[config.mk]
export PLATFORM = sky130hd
export DESIGN_NAME = fifo_sync_param
export DESIGN_NICKNAME = d
export VERILOG_FILES = /design/src/rtl/fifo_pkg.sv /design/src/rtl/fifo_ram.sv /design/src/rtl/fifo_sync_param.sv
export SDC_FILE = /design/constraint.sdc
export NUM_CORES = 1
export LEC_CHECK = 0
export CAP_MARGIN = 0
export CORE_MARGIN = 10
export CORE_UTILIZATION = 57
export DETAILED_ROUTE_END_ITERATION = 12
export PLACE_DENSITY_LB_ADDON = 0.1
export SYNTH_ARGS = -nofsm -noshare
export SYNTH_HDL_FRONTEND = slang
export SYNTH_HIERARCHICAL = 1
export SYNTH_SLANG_ARGS = --single-unit
export TNS_END_PERCENT = 50
[constraint.sdc]
create_clock -name clk -period 5 [get_ports clk]
set_input_delay 0.5 -clock clk [delete_from_list [all_inputs] [get_ports clk]]
set_output_delay 0.5 -clock clk [all_outputs]
set_load 0.01 [all_outputs]
[src/rtl/fifo_pkg.sv]
// Shared definitions for the FIFO family: read-mode encodings, default geometry
// and the ceiling-log2 helper used to size pointers.
package fifo_pkg;

   localparam int FIFO_MODE_STD      = 0;
   localparam int FIFO_MODE_FWFT     = 1;

   localparam int FIFO_DEFAULT_WIDTH = 8;
   localparam int FIFO_DEFAULT_DEPTH = 4;

   // Smallest n with 2**n >= value. Returns 0 for value <= 1.
   function automatic int clog2(input int value);
      int result;
      result = 0;
      for (int i = 0; i < 31; i++) begin
         if ((longint'(1) << i) < longint'(value)) begin
            result = i + 1;
         end else begin
            result = result;
         end
      end
      return result;
   endfunction

endpackage

[src/rtl/fifo_ram.sv]
// DEPTH x WIDTH FIFO storage: synchronous write port, asynchronous read port.
// Contents are deliberately not reset.
module fifo_ram
   import fifo_pkg::*;
#(
   parameter int WIDTH = FIFO_DEFAULT_WIDTH,
   parameter int DEPTH = FIFO_DEFAULT_DEPTH,
   parameter int AW    = clog2(DEPTH)
) (
   input  logic             clk,
   input  logic             we,
   input  logic [AW-1:0]    waddr,
   input  logic [WIDTH-1:0] wdata,
   input  logic [AW-1:0]    raddr,
   output logic [WIDTH-1:0] rdata
);

   logic [WIDTH-1:0] mem [DEPTH];

   // Write port: one entry per accepted write.
   always_ff @(posedge clk) begin
      if (we) begin
         mem[waddr] <= wdata;
      end
   end

   assign rdata = mem[raddr];

endmodule

[src/rtl/fifo_sync_param.sv]
// Parametrised single-clock FIFO with threshold flags, occupancy count,
// sticky overflow/underflow and a selectable standard or FWFT read path.
module fifo_sync_param
   import fifo_pkg::*;
#(
   parameter int WIDTH     = FIFO_DEFAULT_WIDTH,
   parameter int DEPTH     = FIFO_DEFAULT_DEPTH,
   parameter int AFULL_TH  = DEPTH - 1,
   parameter int AEMPTY_TH = 1,
   parameter int FWFT      = FIFO_MODE_STD,
   localparam int AW       = clog2(DEPTH)
) (
   input  logic             clk,
   input  logic             rst,
   input  logic [WIDTH-1:0] din,
   input  logic             write_en,
   input  logic             read_en,
   input  logic             clr_err,
   output logic [WIDTH-1:0] dout,
   output logic             full,
   output logic             empty,
   output logic             almost_full,
   output logic             almost_empty,
   output logic [AW:0]      count,
   output logic             overflow,
   output logic             underflow
);

   localparam logic [AW:0]   DEPTH_C     = (AW+1)'(DEPTH);
   localparam logic [AW:0]   AFULL_C     = (AW+1)'(AFULL_TH);
   localparam logic [AW:0]   AEMPTY_C    = (AW+1)'(AEMPTY_TH);
   localparam logic [AW:0]   CNT_ONE     = (AW+1)'(1);
   localparam logic [AW-1:0] PTR_ONE     = AW'(1);
   localparam logic          FWFT_ENABLE = (FWFT == FIFO_MODE_FWFT);

   logic [AW-1:0]    wr_ptr_q, wr_ptr_d;
   logic [AW-1:0]    rd_ptr_q, rd_ptr_d;
   logic [AW:0]      count_q, count_d;
   logic [WIDTH-1:0] dout_q, dout_d;
   logic             overflow_q, overflow_d;
   logic             underflow_q, underflow_d;

   logic             rd_acc;
   logic             wr_acc;
   logic [WIDTH-1:0] ram_rdata;

   // A read in the same cycle frees a slot, so a full FIFO accepts read+write together.
   assign rd_acc = read_en & ~empty;
   assign wr_acc = write_en & (~full | rd_acc);

   fifo_ram #(
      .WIDTH (WIDTH),
      .DEPTH (DEPTH),
      .AW    (AW)
   ) u_ram (
      .clk   (clk),
      .we    (wr_acc),
      .waddr (wr_ptr_q),
      .wdata (din),
      .raddr (rd_ptr_q),
      .rdata (ram_rdata)
   );

   // Next-state for pointers, occupancy, registered read data and error flags.
   always_comb begin
      wr_ptr_d    = wr_ptr_q;
      rd_ptr_d    = rd_ptr_q;
      count_d     = count_q;
      dout_d      = dout_q;

      if (wr_acc) begin
         wr_ptr_d = wr_ptr_q + PTR_ONE;
      end else begin
         wr_ptr_d = wr_ptr_q;
      end

      if (rd_acc) begin
         rd_ptr_d = rd_ptr_q + PTR_ONE;
         dout_d   = ram_rdata;
      end else begin
         rd_ptr_d = rd_ptr_q;
         dout_d   = dout_q;
      end

      case ({wr_acc, rd_acc})
         2'b10:   count_d = count_q + CNT_ONE;
         2'b01:   count_d = count_q - CNT_ONE;
         default: count_d = count_q;
      endcase

      // A fresh error beats a simultaneous clear.
      overflow_d  = (write_en & ~wr_acc) | (overflow_q & ~clr_err);
      underflow_d = (read_en & empty) | (underflow_q & ~clr_err);
   end

   // State registers with asynchronous active-low reset.
   always_ff @(posedge clk or negedge rst) begin
      if (!rst) begin
         wr_ptr_q    <= {AW{1'b0}};
         rd_ptr_q    <= {AW{1'b0}};
         count_q     <= {(AW+1){1'b0}};
         dout_q      <= {WIDTH{1'b0}};
         overflow_q  <= 1'b0;
         underflow_q <= 1'b0;
      end else begin
         wr_ptr_q    <= wr_ptr_d;
         rd_ptr_q    <= rd_ptr_d;
         count_q     <= count_d;
         dout_q      <= dout_d;
         overflow_q  <= overflow_d;
         underflow_q <= underflow_d;
      end
   end

   assign count        = count_q;
   assign full         = (count_q == DEPTH_C);
   assign empty        = (count_q == {(AW+1){1'b0}});
   assign almost_full  = (count_q >= AFULL_C);
   assign almost_empty = (count_q <= AEMPTY_C);
   assign overflow     = overflow_q;
   assign underflow    = underflow_q;

   // FWFT shows the head entry directly; it reads as zero while empty so reset gives dout=0.
   assign dout = FWFT_ENABLE ? (empty ? {WIDTH{1'b0}} : ram_rdata) : dout_q;

endmodule

==> results.cfg, run 1 <==
[run]
max_cap_violations = 0

[timing]
max_slew.worst_pin.slew_ns = 1.276
max_freq_mhz = 367.3
holdWs_ns = 0.5227
fin_crit_sh_pct = 54.45
tns_ns = 0
relSlewSlack_pct = 14.77
maxSlewViolCount = 0
skew_ns = 0.01138
setup_viol = 0
setup_ws_ns = 2.278
fin_crit_ns = 2.722
hold_viol = 0
rsz0062_at_grt = false

[synth]
yosys_register_bits = 49
ys_warn_count = 6
synth_xor_area_share_pct = 1.697
syn_inst = 124
synthMuxAreaShare_pct = 13.09
netlist-cell-type-count = 36
synth_top_family_by_area = multiplexers
synthAdderAreaFrac_pct = 3.030
synth_compound_area_share_pct = 5.636
post_synth.cell_area_avg_um2 = 16.65
yosys.area_share.simple_pct = 6.727
synth_enable_flop_cells = 32
synth.top_cell.area_share_pct = 46.55
netlist_top_cells_area = edfxtp_1 (47%), dfrtp_1 (21%), mux4_2 (8.7%)
synthArstFlopShare_pct = 34.69
synth-seq-area-share_pct = 67.15
synth_top_area_cell = edfxtp_1
syn-num-nets = 142
syn_area_um2 = 2064
ys_dominant_reg_cell = edfxtp_1

[detailed_routing]
dr.pass1.iters = 4
via_count = 1164
ant_nets = 0
drt_wl_total_um = 3843
drcViolationCount = 0
wire_per_inst_um = 18.93
drt_iter0_drc = 97
vias_per_cell = 5.734

[clocking]
post-cts-setup-buffers = 0
cts_tree = done
clock-sinks = 49
clockBufferDepth = 2
cts_inserted_buffers = 5
h-tree-depth = 2
ctsHoldBuffers = 0
clk_pin_slew_worst_paths_ns = 0.13
cts_resized = 0
clock_latency_ns = 0.37
root_buffer = clkbuf_4

[worst_hold_path]
holdCritPathClass = reg -> reg
min_from = dout[4]

[cells_and_area]
final_util_pct = 71.50
mostFrequentLayoutCells = edfxtp_1 (32), clkdlybuf4s50_1 (29), dfrtp_1 (17)
layout_commonest_cell = edfxtp_1
fill_cells = 228
diodes = 0
final_layout_size_suffix_gt1_share_pct = 17.20
syn_to_final_growth_pct = 18.30
nNetsFinal = 174

[power_and_ir_drop]
ir_worst_vdd_uv = 319.2
p_leak_nw = 0.9045
powerDensity_nw_per_um2 = 559.2

[global_route]
grt_overflow = 0
antenna_found_initial = 0
grt_first_pass_wirelength_um = 6341
grtUsageTotal_pct = 13.08
grt_pass1_vias = 1260
grt_max_degree = 18

[worst_setup_path]
worst-path-max-fanout = 8
startpoint = count[0]
cp.arrival_ns = 2.71
startpoint_type = register
crit_required_ns = 4.99
crit_type = reg -> reg
r2r_start = count[0]
end_kind = register

[floorplan]
die_area_um2 = 6429
die_w_um = 80.18
core_area_um2 = 3416
die_y_um = 80.18
num_io_pins = 30
rows = 21
start_util_pct = 60.44

[placed_design]
place_hpwl_um = 2745
io_buffer_count = 29
gp_congestion = 0.9017
place_ws_ns = 2.023

[run_status]
status = complete, no violations
-- metal layers --
layer	up-vias	share of wire, %	GRT usage, %
met5	-	0	0
met4	0	2.1	5.282
met3	12	5.0	4.232
met2	39	53	23.76
met1	575	39	13.51
li1	538	-	-
-- synthesized netlist by cell type, types with 2 or more instances --
cell / count
xnor2_1: 3
o21ai_0: 3
and3b_1: 2
a21oi_1: 4
dfrtp_1: 17
and3_1: 2
nand2_1: 3
mux4_2: 8
ha_1: 5
a211oi_1: 3
nor2_1: 2
edfxtp_1: 32
o211ai_1: 2
and4_1: 2
nand3b_1: 2
mux2_2: 8
inv_1: 7
-- logic make-up after synthesis --
kind of cell	count (synthesis)
compound gates	17
simple gates	21
xor+xnor	4
buf+inv	12
fa+ha+maj	5
mux	16
flops	49
-- sequential cells by signal, summed over array words and instances, names as in the netlist --
signal and cells:
dout 8, rd_ptr_q 2, underflow 1, count 3
u_ram/mem 32, wr_ptr_q 2, overflow 1
-- metrics by stage --
step	cells	total power, W	cell area [µm²]
finish	203	0.001366	2442
global route	203	0.001453	2442
CTS	203	0.001382	2442
detailed placement	195	0.001203	2387
global placement	195	0.001173	2387
floorplan	124	0.0009724	2064
-- final cells by class --
cell class	count	area (µm²)	area share, %
inverters	8	30.03	1.230
repair buffers	29	290.3	11.89
well taps	46	57.56	2.357
multi-input cells	63	623.1	25.51
clock buffers	6	41.29	1.691
clock inverters	2	13.76	0.5635
flip-flops and latches	49	1386	56.76
-- worst max-delay path, stage by stage (launching register included) --
cell,delay (ns)
dfrtp_1,0.42
inv_1,0.14
ha_1,0.31
nand2_1,0.23
o21a_1,0.22
nor3b_1,1.03
-- where the power goes --
part	switching (W)	total, W	internal (W)
logic	0.000232	0.000535	0.000303
clock network	0.000125	0.000181	0.0000565
registers	0.0000937	0.000650	0.000556
-- final timing paths --
kind                                        end  slack, ns  cells after the start
worst max-delay path            u_ram/mem[0][7]       2.28                      5
min in group asynchronous           rd_ptr_q[1]       0.57                      1
worst min register to register          dout[4]       0.52                      1
max in group asynchronous               dout[5]       3.94                      1
worst min-delay path                    dout[4]       0.52                      1
worst max register to register  u_ram/mem[0][7]       2.28                      5
(Power assumes the default switching activity.)
==> run 2: changes to the inputs <==
- CORE_UTILIZATION: 57 -> 53
- clock period: 5 -> 2.6 ns (I/O delays scaled with it)
==> run 2 against run 1 <==
Critical path type is now reg -> out. Total power is 96% higher. Cell count is 1.5% higher. Cell area rose by 1.5%. Core utilization down 4.8 points. Clock skew shrank 0.0041 ns. Sequential power rose by 92%. Die area increased by 5.6%.
==> results.cfg, run 2 (synthesis results as in run 1) <==
[timing]
fin_crit_sh_pct = 88.93
fin_crit_ns = 2.312
hold_viol = 0
maxSlewViolCount = 0
skew_ns = 0.007311
tns_ns = 0
setup_viol = 0
max_freq_mhz = 432.5
relSlewSlack_pct = 43.91
max_slew.worst_pin.slew_ns = 0.8387
rsz0062_at_grt = false

[power_and_ir_drop]
powerDensity_nw_per_um2 = 1079
ir_worst_vdd_uv = 510.1
p_leak_nw = 0.9221

[cells_and_area]
largest_reg_flops = 32
final_util_pct = 66.73
fin_area_um2 = 2480
register_area_um2 = 1386
final_layout_size_suffix_gt1_share_pct = 17.72
syn_to_final_growth_pct = 20.12
layout_commonest_cell = edfxtp_1
multi_input_area_um2 = 623.1
mostFrequentLayoutCells = edfxtp_1 (32), clkdlybuf4s50_1 (29), dfrtp_1 (17)
diodes = 0
regMostFlops = u_ram/mem
fill_cells = 273
nNetsFinal = 175

[global_route]
grt_overflow = 0
grtUsageTotal_pct = 11.80
grt_pass1_vias = 1171
grt_first_pass_wirelength_um = 5961
antenna_found_initial = 0
grt_max_degree = 18

[worst_setup_path]
end_kind = output port
worst_path_largest_cell_delay_ns = 0.54
critPathTopFamily = buffers and inverters
crit_type = reg -> out
crit_top_cell = inv_1
cp.arrival_ns = 2.05
startpoint_type = register
path_cells = inv_1, ha_1, nand2_1, inv_1, clkdlybuf4s50_1
crit_buf_inv = 3
crit_required_ns = 2.34
worst-path-max-fanout = 7
slowest_stage = clkdlybuf4s50_1

[clocking]
clk_pin_slew_worst_paths_ns = 0.08
h-tree-depth = 2
cts_resized = 0
cts_tree = done
post-cts-setup-buffers = 0
clockBufferDepth = 2
cts_inserted_buffers = 5
clock_latency_ns = 0.29
root_buffer = clkbuf_8
ctsHoldBuffers = 0
clock-sinks = 49

[placed_design]
gp_congestion = 0.7930
place_hpwl_um = 2579
post_dp_cell_area_um2 = 2397
io_buffer_count = 29

[detailed_routing]
wire_per_inst_um = 17.38
vias_per_cell = 5.490
via_count = 1131
dr.pass1.iters = 4
drt_iter0_drc = 130
drcViolationCount = 0
drt_wl_total_um = 3581
ant_nets = 0

[floorplan]
die_y_um = 82.41
die_area_um2 = 6791
die_w_um = 82.41
num_io_pins = 30
rows = 22
start_util_pct = 55.56
core_area_um2 = 3716

[run]
max_cap_violations = 0

[worst_hold_path]
holdCritPathClass = in -> async

[run_status]
status = complete, no violations
## run 2: worst paths after layout
check                          from         endpoint  slack [ns]  cells past startpoint
setup / recovery           count[1]             full        0.29                      5
hold / removal                  rst         count[1]        0.45                      1
setup reg to reg           count[1]  u_ram/mem[2][5]        0.47                      5
hold reg to reg             dout[4]          dout[4]        0.51                      1
max in group asynchronous       rst      rd_ptr_q[1]        1.63                      1
min in group clk            dout[4]          dout[4]        0.51                      1
## run 2: area by class of cell
| class | instances | share of cell area (%) |
|---|---|---|
| Sequential cell | 49 | 55.90 |
| Timing Repair Buffer | 30 | 12.01 |
| Multi-Input combinational cell | 63 | 25.13 |
| Clock inverter | 2 | 0.4036 |
| Tap cell | 48 | 2.422 |
| Inverter | 8 | 1.211 |
| Clock buffer | 6 | 2.926 |
## run 2: routing by layer
| metal | wire length (µm) | vias up | global-route usage (%) |
|---|---|---|---|
| met2 | 1819 | 19 | 19.13 |
| met1 | 1577 | 568 | 14.48 |
| met4 | 16 | 0 | 3.741 |
| li1 | - | 542 | - |
| met3 | 168 | 2 | 4.104 |
| met5 | 0 | - | 0 |
## run 2: power by group
| part | leakage [nW] | switching, W | total, W | internal [W] |
|---|---|---|---|---|
| Clock | 0.0450 | 0.000217 | 0.000404 | 0.000186 |
| Combinational | 0.382 | 0.000433 | 0.00102 | 0.000586 |
| Sequential | 0.495 | 0.000182 | 0.00125 | 0.00107 |
## run 2: per-stage QoR
stage,setup slack [ns],std cells,total power [W],hold slack (ns)
after CTS,0.2709,206,0.002717,0.4843
after floorplan,0.3715,124,0.001870,-0.03559
after global placement,0.5743,198,0.002275,0.4869
final,0.2879,206,0.002675,0.4483
after global routing,0.07466,206,0.002864,0.4884
after detailed placement,0.4932,198,0.002305,0.4915
==> run 3: changes to the inputs <==
- clock period: 2.6 -> 2.2 ns (I/O delays scaled with it)
==> run 3 against run 2 <==
Non-clock buffer count increased by 7. Clock-buffer cell count rose by 1. Sequential cell count is the same. Critical path type unchanged. Largest cell class unchanged.
==> results.cfg, run 3 (synthesis results as in run 1) <==
[cells_and_area]
fin_area_um2 = 2584
mostFrequentLayoutCells = edfxtp_1 (32), clkdlybuf4s50_1 (29), dfrtp_1 (17)
largest_reg_flops = 32
final_layout_size_suffix_gt1_share_pct = 23.64
diodes = 0
syn_to_final_growth_pct = 25.15
nNetsFinal = 182
layout_commonest_cell = edfxtp_1
regMostFlops = u_ram/mem

[placed_design]
place_ws_ns = 0.1351
post_dp_cell_area_um2 = 2455
place_hpwl_um = 2790
io_buffer_count = 29
gp_congestion = 0.8323

[worst_setup_path]
cp.arrival_ns = 1.85
startpoint_type = register
worst-path-max-fanout = 8
crit_type = reg -> out
crit_required_ns = 1.98
end_kind = output port

[floorplan]
rows = 22
die_w_um = 82.41
num_io_pins = 30
core_area_um2 = 3716
die_area_um2 = 6791
start_util_pct = 55.56
die_y_um = 82.41

[detailed_routing]
vias_per_cell = 5.634
dr.pass1.iters = 4
drcViolationCount = 0
ant_nets = 0
drt_iter0_drc = 140
via_count = 1200
wire_per_inst_um = 18.58
drt_wl_total_um = 3958

[timing]
max_slew.worst_pin.slew_ns = 0.4650
setup_viol = 0
max_freq_mhz = 483.3
setup_ws_ns = 0.1310
skew_ns = 0.006883
relSlewSlack_pct = 69.00
rsz0062_at_grt = false
tns_ns = 0
hold_viol = 0
fin_crit_ns = 2.069
maxSlewViolCount = 0
fin_crit_sh_pct = 94.04

[power_and_ir_drop]
clockPowerShare_pct = 18.8
p_sw_w = 0.001035
combPwrFrac_pct = 39.0
p_leak_nw = 0.9700
p_int_w = 0.002392
p_sw_share_pct = 30.20
ir_worst_vdd_uv = 802.1
powerDensity_nw_per_um2 = 1326
seqPwrFrac_pct = 42.2

[run_status]
status = complete, no violations

[clocking]
post-cts-setup-buffers = 0
cts_inserted_buffers = 5
clk_pin_slew_worst_paths_ns = 0.08
root_buffer = clkbuf_8
h-tree-depth = 2
clockBufferDepth = 2
clock_latency_ns = 0.30
clock-sinks = 49
cts_tree = done

[global_route]
grt_pass1_vias = 1254
grt_first_pass_wirelength_um = 6555
grtUsageTotal_pct = 12.96
grt_max_degree = 18
grt_overflow = 0
antenna_found_initial = 0

[worst_hold_path]
holdCritPathClass = in -> async

[run]
max_cap_violations = 0
==> run 3: cell types whose count changed in the layout (fill, tap and decap cells not counted), sizes merged <==
| cell | previous run | this run |
|---|---|---|
| buf | 1 | 8 |
| clkbuf | 6 | 7 |
| bufinv | 0 | 1 |
| clkinv | 2 | 0 |
==> run 3: critical path, cell delays in order, from the launching register on <==
cell             delay (ns)
dfrtp_1                0.43
inv_2                  0.16
ha_4                   0.19
nand2_1                0.15
inv_1                  0.09
clkdlybuf4s50_1        0.53
==> run 3: path summary, 6_finish.rpt <==
path / endpoint / cells past startpoint / from / slack, ns
setup / recovery: full / 5 / count[0] / 0.13
hold / removal: dout[4] / 2 / rst / 0.26
setup reg to reg: u_ram/mem[3][7] / 5 / count[1] / 0.26
hold reg to reg: dout[0] / 1 / dout[0] / 0.51
max in group asynchronous: wr_ptr_q[0] / 2 / rst / 1.74
min in group clk: dout[0] / 1 / dout[0] / 0.51
==> run 3: repair_timing <==
item / CTS / global route
gates resized for setup: 3 / 1
setup endpoints to repair: 2 / 3
hold buffers: 0 / 0
==> run 3: cell type report <==
cell class              count  area (µm²)
flip-flops and latches     49        1386
fillers                   259        1132
multi-input cells          63       640.6
repair buffers             37       350.3
clock buffers               7       86.33
well taps                  48       60.06
clock inverters             1       30.03
inverters                   8       30.03
==> run 3: stage by stage <==
| stage | std cells | utilization [%] | power [W] | hold WS [ns] |
|---|---|---|---|---|
| after CTS | 213 | 69.53 | 0.003463 | 0.2573 |
| after global placement | 205 | 66.06 | 0.002729 | 0.4869 |
| final | 213 | 69.53 | 0.003426 | 0.2555 |
| after detailed placement | 205 | 66.06 | 0.002770 | 0.4960 |
| after floorplan | 124 | - | 0.002215 | -0.07559 |
| after global routing | 213 | 69.53 | 0.003659 | 0.2591 |
==> run 3: layer usage <==
layer | track usage (%) | wire (µm) | vias to the layer above
met5 | 0 | 0 | -
met4 | 4.592 | 23 | 0
met3 | 3.996 | 149 | 4
met2 | 20.61 | 2022 | 30
met1 | 16.41 | 1762 | 610
li1 | - | - | 556
==> run 3: power groups by stage <==
stage          Sequential [W]  Clock (W)  Combinational (W)
2_1_floorplan         0.00146          0           0.000755
3_3_place_gp          0.00144          0            0.00129
3_5_place_dp          0.00146          0            0.00131
4_1_cts               0.00145   0.000663            0.00135
5_1_grt               0.00148   0.000710            0.00147
6_report              0.00144   0.000644            0.00134
